## config.mk

```make
export PLATFORM = sky130hd
export DESIGN_NAME = vga_timing_gen
export DESIGN_NICKNAME = d
export VERILOG_FILES = /design/src/rtl/vga_pkg.sv /design/src/rtl/vga_pixel_strobe.sv /design/src/rtl/vga_timing_gen.sv
export SDC_FILE = /design/constraint.sdc
export NUM_CORES = 1
export LEC_CHECK = 0
export ABC_AREA = 1
export BUFFER_PORTS_ARGS = -buffer_cell sky130_fd_sc_hd__buf_2
export CAP_MARGIN = 5
export CORE_MARGIN = 3
export CORE_UTILIZATION = 25
export CTS_CLUSTER_SIZE = 8
export DETAILED_ROUTE_END_ITERATION = 12
export PLACE_DENSITY_LB_ADDON = 0.12
export SLEW_MARGIN = 5
export SYNTH_ARGS = -nofsm -noshare
export SYNTH_HDL_FRONTEND = slang
export SYNTH_HIERARCHICAL = 1
export SYNTH_SLANG_ARGS = --single-unit
```

## constraint.sdc

```tcl
create_clock -name CLK_100MHz -period 2.3 [get_ports CLK_100MHz]
set_input_delay 0.23 -clock CLK_100MHz [delete_from_list [all_inputs] [get_ports CLK_100MHz]]
set_output_delay 0.23 -clock CLK_100MHz [all_outputs]
set_load 0.03 [all_outputs]
```

## src/rtl/vga_pkg.sv

```systemverilog
// vga_pkg: shared 640x480@60 raster constants
// and the pixel type used by the colour stage.
package vga_pkg;

  localparam int CLK_DIV  = 4;

  localparam int H_ACTIVE = 640;
  localparam int H_FP     = 16;
  localparam int H_SYNC   = 96;
  localparam int H_BP     = 48;
  localparam int H_TOTAL  = H_ACTIVE + H_FP
                          + H_SYNC + H_BP;

  localparam int V_ACTIVE = 480;
  localparam int V_FP     = 10;
  localparam int V_SYNC   = 2;
  localparam int V_BP     = 33;
  localparam int V_TOTAL  = V_ACTIVE + V_FP
                          + V_SYNC + V_BP;

  localparam int COORD_W  = 10;

  typedef logic [COORD_W-1:0] coord_t;

  typedef struct packed {
    logic [2:0] r;
    logic [2:0] g;
    logic [1:0] b;
  } rgb332_t;

  // Next coordinate along one axis, wrapping at last.
  function automatic coord_t coord_inc(
    input coord_t c,
    input coord_t last
  );
    return (c == last) ? '0 : c + 1'b1;
  endfunction

endpackage

```

## src/rtl/vga_pixel_strobe.sv

```systemverilog
// vga_pixel_strobe: divides the board clock
// down to a one-clock pixel enable.
module vga_pixel_strobe #(
  parameter int CLK_DIV = 4
) (
  input  logic CLK_100MHz,
  input  logic Reset,
  output logic PixelEn
);

  localparam int DW =
    (CLK_DIV > 1) ? $clog2(CLK_DIV) : 1;
  localparam logic [DW-1:0] D_LAST =
    DW'(CLK_DIV - 1);

  logic [DW-1:0] r_d;
  logic [DW-1:0] w_d_nxt;
  logic          r_pix_en;

  // Next divider phase, wrapping after the last.
  always_comb begin
    w_d_nxt = (r_d == D_LAST) ? '0 : r_d + 1'b1;
  end

  // Phase counter; the strobe is registered so it
  // is high exactly while the phase sits at last.
  always_ff @(posedge CLK_100MHz) begin
    if (Reset) begin
      r_d      <= '0;
      r_pix_en <= 1'b0;
    end else begin
      r_d      <= w_d_nxt;
      r_pix_en <= (w_d_nxt == D_LAST);
    end
  end

  assign PixelEn = r_pix_en;

endmodule

```

## src/rtl/vga_timing_gen.sv

```systemverilog
// vga_timing_gen: pixel/line counters plus
// registered active, start pulses and syncs.
module vga_timing_gen
  import vga_pkg::*;
#(
  parameter int CLK_DIV  = vga_pkg::CLK_DIV,
  parameter int H_ACTIVE = vga_pkg::H_ACTIVE,
  parameter int H_FP     = vga_pkg::H_FP,
  parameter int H_SYNC   = vga_pkg::H_SYNC,
  parameter int H_BP     = vga_pkg::H_BP,
  parameter int V_ACTIVE = vga_pkg::V_ACTIVE,
  parameter int V_FP     = vga_pkg::V_FP,
  parameter int V_SYNC   = vga_pkg::V_SYNC,
  parameter int V_BP     = vga_pkg::V_BP,
  parameter bit H_POL    = 1'b0,
  parameter bit V_POL    = 1'b0
) (
  input  logic               CLK_100MHz,
  input  logic               Reset,
  output logic               PixelEn,
  output logic [COORD_W-1:0] HCount,
  output logic [COORD_W-1:0] VCount,
  output logic               Active,
  output logic               LineStart,
  output logic               FrameStart,
  output logic               HSync,
  output logic               VSync
);

  localparam int HT = H_ACTIVE + H_FP
                    + H_SYNC + H_BP;
  localparam int VT = V_ACTIVE + V_FP
                    + V_SYNC + V_BP;

  localparam coord_t H_LAST = COORD_W'(HT - 1);
  localparam coord_t V_LAST = COORD_W'(VT - 1);
  localparam coord_t H_ACT  = COORD_W'(H_ACTIVE);
  localparam coord_t V_ACT  = COORD_W'(V_ACTIVE);
  localparam coord_t HS_BEG =
    COORD_W'(H_ACTIVE + H_FP);
  localparam coord_t HS_END =
    COORD_W'(H_ACTIVE + H_FP + H_SYNC);
  localparam coord_t VS_BEG =
    COORD_W'(V_ACTIVE + V_FP);
  localparam coord_t VS_END =
    COORD_W'(V_ACTIVE + V_FP + V_SYNC);

  logic   w_pix_en;
  coord_t w_h_nxt;
  coord_t w_v_nxt;
  logic   w_h_wrap;
  logic   w_hs_in;
  logic   w_vs_in;

  coord_t r_h;
  coord_t r_v;
  logic   r_active;
  logic   r_ls;
  logic   r_fs;
  logic   r_hs;
  logic   r_vs;

  vga_pixel_strobe #(
    .CLK_DIV (CLK_DIV)
  ) u_strobe (
    .CLK_100MHz (CLK_100MHz),
    .Reset      (Reset),
    .PixelEn    (w_pix_en)
  );

  // Next raster position and its sync windows.
  always_comb begin
    w_h_wrap = (r_h == H_LAST);
    w_h_nxt  = coord_inc(r_h, H_LAST);
    w_v_nxt  = w_h_wrap ? coord_inc(r_v, V_LAST)
                        : r_v;
    w_hs_in  = (w_h_nxt >= HS_BEG)
            && (w_h_nxt <  HS_END);
    w_vs_in  = (w_v_nxt >= VS_BEG)
            && (w_v_nxt <  VS_END);
  end

  // Advance position on each pixel strobe; decoded
  // outputs are registered from the next position
  // so they line up with the visible counters.
  always_ff @(posedge CLK_100MHz) begin
    if (Reset) begin
      r_h      <= H_LAST;
      r_v      <= V_LAST;
      r_active <= 1'b0;
      r_ls     <= 1'b0;
      r_fs     <= 1'b0;
      r_hs     <= ~H_POL;
      r_vs     <= ~V_POL;
    end else begin
      r_ls <= 1'b0;
      r_fs <= 1'b0;
      if (w_pix_en) begin
        r_h      <= w_h_nxt;
        r_v      <= w_v_nxt;
        r_active <= (w_h_nxt < H_ACT)
                 && (w_v_nxt < V_ACT);
        r_ls     <= (w_h_nxt == '0);
        r_fs     <= (w_h_nxt == '0)
                 && (w_v_nxt == '0);
        r_hs     <= w_hs_in ? H_POL : ~H_POL;
        r_vs     <= w_vs_in ? V_POL : ~V_POL;
      end
    end
  end

  assign PixelEn    = w_pix_en;
  assign HCount     = r_h;
  assign VCount     = r_v;
  assign Active     = r_active;
  assign LineStart  = r_ls;
  assign FrameStart = r_fs;
  assign HSync      = r_hs;
  assign VSync      = r_vs;

endmodule

```

==> reports/qor.csv, run 1 <==
metric,value,unit
Final ANT Viol Nets,0,
routed len/inst,12.6,um
Overall Global Routing Usage,13.0,%
Crit path largest cell delay,0.41,ns
register bit total from synthesis,28,
IO Port Bufs,27,
"commonest non-fill, non-tap cells in the layout","84 x nand2_1, 40 x inv_1, 28 x dfxtp_1, 27 x nor2_1, 27 x buf_2",
Post-CTS Setup Inserts,0,
n_diodes,0,
top-area cell type share of the netlist area,30.8,%
worst slew pin tran,0.462,ns
Die Y,91.4,um
Clock Root Buffer,clkbuf_8,
"Slew Viols, Final",0,
Synth cell types,28,
"commonest non-fill, non-tap cell in the layout",nand2_1,
# hold bufs at CTS,0,
final core occ,31.1,%
final clock skew,0.0121,ns
hold path cells,2,
"CP delay by family, top",simple AND/OR/NAND/NOR gates,
main combinational cell family by area after synthesis,simple AND/OR/NAND/NOR gates,
layout cells sized above 1,17.4,%
simple-gate portion of the synthesized area,38.5,%
CTS Buf Count,3,
Critical Path Source Type,flip-flop,
Yosys Warn Count,6,
clock latency on the worst-skew pair,0.28,ns
leading post-synthesis cells by cell area,"dfxtp_1 31%, nand2_1 17%, inv_1 8.2%",
Post-DP HPWL,3.83,mm
initial core utilization,26.2,%
final setup vio count,0,
worst hold path class,primary input to flip-flop,
final hold viol count,0,
Vias,1898,
post-cts sizing count,0,
CP max-delay cell,dfxtp_1,
num rows,30,
"Cell Chain, Critical Path",ha_1 -> nand2_2 -> nor2_4 -> inv_2 -> nor2_4 -> buf_12 -> nand3_1 -> nand2_1 -> inv_1 -> nor3_2 -> nand2_1 -> nand2_1 -> nand2_1,
total of max-cap violations,0,
CTS Sinks,28,
fin crit period,1.96,ns
GRT overflow,0,
setup tns final,0,ns
clock buffer depth,2,
Compound-Gate Fraction of Synth Area,13.7,%
fin worst setup slack,0.338,ns
Leak,1.12,nW
Yosys top cell by area,dfxtp_1,
"Avg Cell Area, Syn",6.24,um2
XOR/XNOR Fraction of Synth Area,1.92,%
Worst EP arrival,2.14,ns
Max Freq,510,MHz
routed vias/inst,4.54,
H-tree depth,1,
initial antenna violation count,0,
"most used cell, CP",nand2_1,
drt pass-1 iters,4,
RSZ-0062 raised after global routing,no,
sequential-to-total area share from yosys stat,30.8,%
CP endpoint kind,flip-flop,
TritonCTS clock tree,built,
Final nets,330,
Syn Nets,299,
DIE WIDTH,91.4,um
Pwr Density,701,nW/um2
global-route wire length before repair,8.63,mm
DP Worst Slack,0.153,ns
Crit path depth,13,
vias in the first global route,1707,
drt drc,0,
status,"complete, no violations",
Slew HR,69.2,%
Max IR drop VDD,292,uV
final RePlAce weighted congestion,0.778,
Post-Route WL,5.27,mm
area grow syn2layout,18.4,%
Max Fanout on Critical Path,15,
Crit Path Class,flip-flop to flip-flop,
multiplexer area fraction after synthesis,0,%
fin crit share,85.3,%
"Data required, critical path",2.48,ns
"share of synthesized cell area in full adder, half adder and majority cells",3.43,%
die footprint,8350,um2
worst reg-to-reg path cell count,13,
Gate Count Post-Synth,292,
initial drt markers,118,
largest net degree at the start of global routing,30,
Synth Cell Area,1820,um2
IO Pins,28,
Worst Path Buf+Inv,3,
"Reg clk slew, reported paths",0.09,ns
core area,6940,um2
[area by class of cell]
class | count | area [um2]
Clock buffer | 4 | 55.1
Fill cell | 787 | 4790
Inverter | 42 | 158
Multi-Input combinational cell | 212 | 1050
Sequential cell | 28 | 561
Tap cell | 96 | 120
Timing Repair Buffer | 36 | 215
[worst paths after layout]
path	startpoint	slack, ns	endpoint
setup reg to reg	HCount[1]	0.34	VSync
hold / removal	Reset	0.37	u_strobe/r_d[1]
setup / recovery	HCount[1]	0.34	VSync
hold reg to reg	Active	0.48	Active
[cell usage after synthesis]
| cell | instances |
|---|---|
| clkbuf_1 | 6 |
| a21o_1 | 1 |
| nand3_1 | 23 |
| nand2_1 | 84 |
| inv_2 | 2 |
| dfxtp_1 | 28 |
| ha_1 | 5 |
| o21bai_1 | 1 |
| o31ai_1 | 2 |
| o211ai_1 | 2 |
| o21ai_0 | 19 |
| or2_2 | 1 |
| nand3_2 | 1 |
| nor2_4 | 2 |
| nand4_1 | 8 |
| inv_1 | 40 |
| nand3b_2 | 1 |
| buf_2 | 2 |
| nor3_1 | 2 |
| buf_6 | 2 |
| nor2_1 | 27 |
| nand4_2 | 1 |
| nand2_2 | 5 |
| nor3_2 | 1 |
| a21oi_1 | 20 |
| xor2_1 | 4 |
| nor2_2 | 1 |
| o21ai_2 | 1 |
[power breakdown]
group / total [mW] / switching [mW] / internal [mW]
Clock: 0.319 / 0.165 / 0.154
Sequential: 0.564 / 0.0454 / 0.519
Combinational: 0.630 / 0.419 / 0.211
[flip-flops by register name, summed over array words and instances (netlist names)]
signal and count:
u_strobe/PixelEn 1, Active 1, HSync 1, HCount 10
u_strobe/r_d 2, VSync 1, FrameStart 1, VCount 10
LineStart 1
[through the flow]
stage               instances  cell area (um2)  hold WS, ns  power [mW]
floorplan                 292             1820        0.296        1.02
global placement          411             2070        0.454        1.16
detailed placement        411             2070        0.460        1.15
CTS                       415             2120        0.363        1.48
global route              418             2160        0.388        1.63
finish                    418             2160        0.369        1.51
[metal layers]
layer	global-route usage [%]	wire (um)	vias to the layer above	share of wire, %
li1	-	-	991	-
met1	18.3	2610	848	50
met2	19.9	2300	53	44
met3	2.73	305	6	5.8
met4	3.39	52	0	0.99
met5	0	0	-	0
[worst register-to-register path, cell delays in order, from the launching register on]
cell     delay (ns)
dfxtp_1        0.41
ha_1           0.20
nand2_2        0.08
nor2_4         0.19
inv_2          0.07
nor2_4         0.11
buf_12         0.15
nand3_1        0.09
nand2_1        0.15
inv_1          0.07
nor3_2         0.17
nand2_1        0.07
nand2_1        0.06
nand2_1        0.04
[cells by family after synthesis]
family,Yosys count
flops,28
fa+ha+maj,5
buf+inv,52
compound gates,46
simple gates,157
xor+xnor,4
(Power assumes the default switching activity.)
==> run 2: changes to the inputs <==
--- a/config.mk
+++ b/config.mk
@@ -8,6 +8,8 @@
 export ABC_AREA = 1
 export BUFFER_PORTS_ARGS = -buffer_cell sky130_fd_sc_hd__buf_2
 export CAP_MARGIN = 5
+export CELL_PAD_IN_SITES_DETAIL_PLACEMENT = 1
+export CELL_PAD_IN_SITES_GLOBAL_PLACEMENT = 1
 export CORE_MARGIN = 3
 export CORE_UTILIZATION = 25
 export CTS_CLUSTER_SIZE = 8
==> reports/qor.csv, run 2 (same netlist as run 1, synthesis figures left out) <==
metric,value,unit
status,"complete, no violations",
Max Fanout on Critical Path,16,
DP Area,2060,um2
die footprint,8350,um2
Max Freq,499,MHz
Worst EP arrival,2.19,ns
"Reg clk slew, reported paths",0.10,ns
final clock skew,0.00239,ns
Clock Root Buffer,clkbuf_8,
CP endpoint kind,flip-flop,
total of max-cap violations,0,
num rows,30,
post-cts sizing count,0,
H-tree depth,1,
final setup vio count,0,
largest net degree at the start of global routing,25,
Max IR drop VDD,281,uV
"Data required, critical path",2.48,ns
Slew HR,69.8,%
Crit Path Class,flip-flop to flip-flop,
Final nets,328,
Reg2Reg Setup Slack,0.29,ns
"commonest non-fill, non-tap cell in the layout",nand2_1,
vias in the first global route,1871,
global-route wire length before repair,9.62,mm
CTS Buf Count,3,
Final ANT Viol Nets,0,
routed len/inst,13.8,um
fin crit share,87.2,%
CP endpoint,VSync,
GR Util met2,22.7,%
gr busiest metal,met2,
TritonCTS clock tree,built,
grt met1 use,20.3,%
r2r endpoint,VSync,
Post-DP HPWL,4.28,mm
Vias,1871,
drt drc,0,
Die Y,91.4,um
Final Cell Area,2160,um2
filler cell count,928,
initial core utilization,26.2,%
initial drt markers,49,
Pwr Density,737,nW/um2
worst slew pin tran,0.454,ns
GRT overflow,0,
worst hold path class,primary input to flip-flop,
core area,6940,um2
worst reg-to-reg path cell count,13,
"commonest non-fill, non-tap cells in the layout","84 x nand2_1, 40 x inv_1, 28 x dfxtp_1, 27 x nor2_1, 27 x buf_2",
clock buffer depth,2,
Critical Path Source Type,flip-flop,
area grow syn2layout,18.5,%
RSZ-0062 raised after global routing,no,
CTS Sinks,28,
Post-Route WL,5.73,mm
DIE WIDTH,91.4,um
clock latency on the worst-skew pair,0.28,ns
final hold viol count,0,
fin crit period,2.01,ns
R2R Path Start,HCount[1],
IO Pins,28,
setup tns final,0,ns
routed vias/inst,4.50,
Leak,1.12,nW
Crit. Startpoint,HCount[1],
IO Port Bufs,27,
drt pass-1 iters,4,
final RePlAce weighted congestion,0.743,
Overall Global Routing Usage,14.2,%
GR Util met3,2.24,%
n_diodes,0,
initial antenna violation count,0,
"Slew Viols, Final",0,
layout cells sized above 1,16.9,%
==> run 2: cell types whose count changed in the layout (fill, tap and decap cells not counted) <==
cell and delta:
clkbuf_8 -1, buf_4 -2, bufinv_16 +1
==> run 2: worst max-delay path, stage by stage, from the launching register on <==
cell and delay, ns:
dfxtp_1 0.41, ha_1 0.21, nand2_2 0.08, nor2_4 0.21, inv_2 0.08, nor2_4 0.10, buf_12 0.15, nand3_1 0.09
nand2_1 0.14, inv_1 0.07, nor3_2 0.21, nand2_1 0.07, nand2_1 0.06, nand2_1 0.04
==> run 2: layout make-up <==
class / instances / area (um2) / share of cell area [%]
Multi-Input combinational cell: 212 / 1050 / 48.6
Sequential cell: 28 / 561 / 26.0
Timing Repair Buffer: 34 / 200 / 9.28
Inverter: 42 / 158 / 7.30
Tap cell: 96 / 120 / 5.57
Clock buffer: 3 / 41.3 / 1.91
Clock inverter: 1 / 30.0 / 1.39
==> run 2: power breakdown <==
group | switching, mW | internal, mW
sequential | 0.0462 | 0.519
combinational | 0.424 | 0.202
clock | 0.167 | 0.233
==> run 2: metrics by stage <==
stage / hold WS [ns] / utilization [%] / cells / power [mW] / setup WS, ns
2_1_floorplan: 0.296 / - / 292 / 1.02 / 0.299
3_3_place_gp: 0.453 / 29.7 / 410 / 1.17 / 0.149
3_5_place_dp: 0.459 / 29.7 / 410 / 1.17 / 0.0791
4_1_cts: 0.360 / 30.7 / 414 / 1.58 / 0.0634
5_1_grt: 0.383 / 31.1 / 416 / 1.72 / 0.0728
6_report: 0.362 / 31.1 / 416 / 1.59 / 0.295
==> run 2: per-layer routing <==
metal / up-vias / part of all wire, % / wire (um)
met5: - / 0 / 0
met4: 0 / 0.49 / 28
met3: 2 / 2.6 / 148
met2: 23 / 44 / 2540
met1: 864 / 53 / 3010
li1: 982 / - / -
==> run 2: what timing repair did <==
item | CTS | global route
setup buffers | 0 | 2
hold buffers | 0 | 0
setup endpoints to repair | 0 | 1
==> run 2: how the worst min path moves through the flow <==
stage	startpoint	to	slack, ns	depth (start not counted)
4_1_cts	Reset	u_strobe/r_d[1]	0.36	2
2_1_floorplan	Reset	u_strobe/r_d[0]	0.30	1
3_3_place_gp	Active	Active	0.45	2
5_1_grt	Reset	u_strobe/r_d[0]	0.38	2
6_report	Reset	u_strobe/r_d[1]	0.36	2
3_5_place_dp	Active	Active	0.46	2
==> run 3: changes to the inputs <==
--- a/config.mk
+++ b/config.mk
@@ -10,7 +10,6 @@
 export CAP_MARGIN = 5
 export CELL_PAD_IN_SITES_DETAIL_PLACEMENT = 1
 export CELL_PAD_IN_SITES_GLOBAL_PLACEMENT = 1
-export CORE_MARGIN = 3
 export CORE_UTILIZATION = 25
 export CTS_CLUSTER_SIZE = 8
 export DETAILED_ROUTE_END_ITERATION = 12
==> reports/qor.csv, run 3 (same netlist as run 1, synthesis figures left out) <==
metric,value,unit
status,"complete, no violations",
CTS Buf Count,3,
Crit path largest cell delay,0.37,ns
Worst EP arrival,2.24,ns
initial core utilization,26.4,%
drt drc,0,
core area,6910,um2
Crit. Startpoint,HCount[1],
Post-CTS Setup Inserts,0,
clock latency on the worst-skew pair,0.29,ns
worst hold path class,primary input to flip-flop,
die footprint,7630,um2
CP endpoint kind,flip-flop,
Crit Path Class,flip-flop to flip-flop,
initial drt markers,47,
num rows,30,
final core occ,31.7,%
H-tree depth,1,
Max Fanout on Critical Path,17,
"Reg clk slew, reported paths",0.11,ns
Max Freq,487,MHz
GRT overflow,0,
DP Area,2120,um2
IO Port Bufs,27,
final clock skew,0.00790,ns
final hold viol count,0,
filler cell count,932,
CP max-delay cell,dfxtp_2,
largest net degree at the start of global routing,21,
Hold Crit Start,Reset,
"most used cell, CP",nand2_1,
Post-Route WL,5.79,mm
setup tns final,0,ns
TritonCTS clock tree,built,
RSZ-0062 raised after global routing,no,
Final Cell Area,2190,um2
"commonest non-fill, non-tap cell in the layout",nand2_1,
Critical Path Source Type,flip-flop,
global-route wire length before repair,9.83,mm
IO Pins,28,
"Slew Viols, Final",0,
drt pass-1 iters,4,
hold path cells,2,
clock buffer depth,2,
fin crit share,89.2,%
Post-DP HPWL,4.37,mm
fin crit period,2.05,ns
Leak,1.13,nW
Vias,1907,
CTS Sinks,28,
routed vias/inst,4.54,
area grow syn2layout,20.2,%
n_diodes,0,
area occupied by multi-input gates,1050,um2
Final ANT Viol Nets,0,
"Data required, critical path",2.49,ns
worst reg-to-reg path cell count,13,
Max IR drop VDD,277,uV
initial antenna violation count,0,
Pwr Density,738,nW/um2
R2R Path Start,HCount[1],
vias in the first global route,1873,
Final nets,332,
Die Y,87.4,um
routed len/inst,13.8,um
Power Total,1.62,mW
total of max-cap violations,0,
layout cells sized above 1,18.2,%
worst slew pin tran,0.532,ns
Clock Root Buffer,clkbuf_8,
"Cell Chain, Critical Path",ha_1 -> nand2_2 -> nor2_4 -> inv_2 -> nor2_4 -> buf_12 -> nand3_1 -> nand2_1 -> inv_1 -> nor3_2 -> nand2_1 -> nand2_1 -> nand2_1,
final RePlAce weighted congestion,0.741,
Overall Global Routing Usage,16.8,%
DIE WIDTH,87.4,um
Reg2Reg Setup Slack,0.25,ns
Slew HR,64.5,%
"commonest non-fill, non-tap cells in the layout","84 x nand2_1, 40 x inv_1, 27 x dfxtp_1, 27 x nor2_1, 27 x buf_2",
register area,562,um2
final setup vio count,0,
-- run 3: cell types whose count changed in the layout (fill, tap and decap cells not counted) --
cell / delta
dfxtp_2: +1
dfxtp_1: -1
buf_4: +4
-- run 3: report_power, final --
part	leakage (nW)	total [mW]	switching [mW]	internal, mW
Clock	0.0357	0.411	0.178	0.234
Sequential	0.228	0.560	0.0406	0.519
Combinational	0.870	0.646	0.438	0.208
-- run 3: what timing repair did --
| item | in CTS | in global routing |
|---|---|---|
| resized for setup | 0 | 1 |
| endpoints found under the setup margin | 0 | 1 |
| hold buffers | 0 | 0 |
| endpoints found under the hold margin | 0 | 0 |
-- run 3: cell type report --
| type | instances | share of cell area [%] |
|---|---|---|
| multi-input combinational | 212 | 47.9 |
| sequential | 28 | 25.7 |
| timing repair buffer | 38 | 10.5 |
| inverter | 42 | 7.20 |
| tap | 96 | 5.49 |
| clock buffer | 3 | 1.89 |
| clock inverter | 1 | 1.37 |
-- run 3: path summary, 6_finish.rpt --
path / end
setup / recovery: VSync
hold / removal: u_strobe/r_d[1]
setup reg to reg: VSync
hold reg to reg: Active
-- run 3: routing by layer --
| metal | up-vias | routed length, um | track usage, % |
|---|---|---|---|
| met5 | - | 0 | 0 |
| met4 | 0 | 42 | 3.13 |
| met3 | 4 | 132 | 2.46 |
| li1 | 993 | - | - |
| met1 | 887 | 3170 | 24.9 |
| met2 | 23 | 2450 | 25.8 |
-- run 3: through the flow --
step / instances / hold slack (ns) / setup WS (ns)
floorplan: 292 / 0.296 / 0.299
global placement: 416 / 0.454 / 0.206
detailed placement: 416 / 0.455 / 0.180
CTS: 420 / 0.359 / 0.156
global route: 420 / 0.381 / 0.0437
finish: 420 / 0.353 / 0.249
-- run 3: critical path, delay by kind of cell, from the launching register on --
kind	cells	cell delay (ns)
fa+ha+maj	1	0.20
buf+inv	3	0.33
simple gates	9	1.06
flops	1	0.37
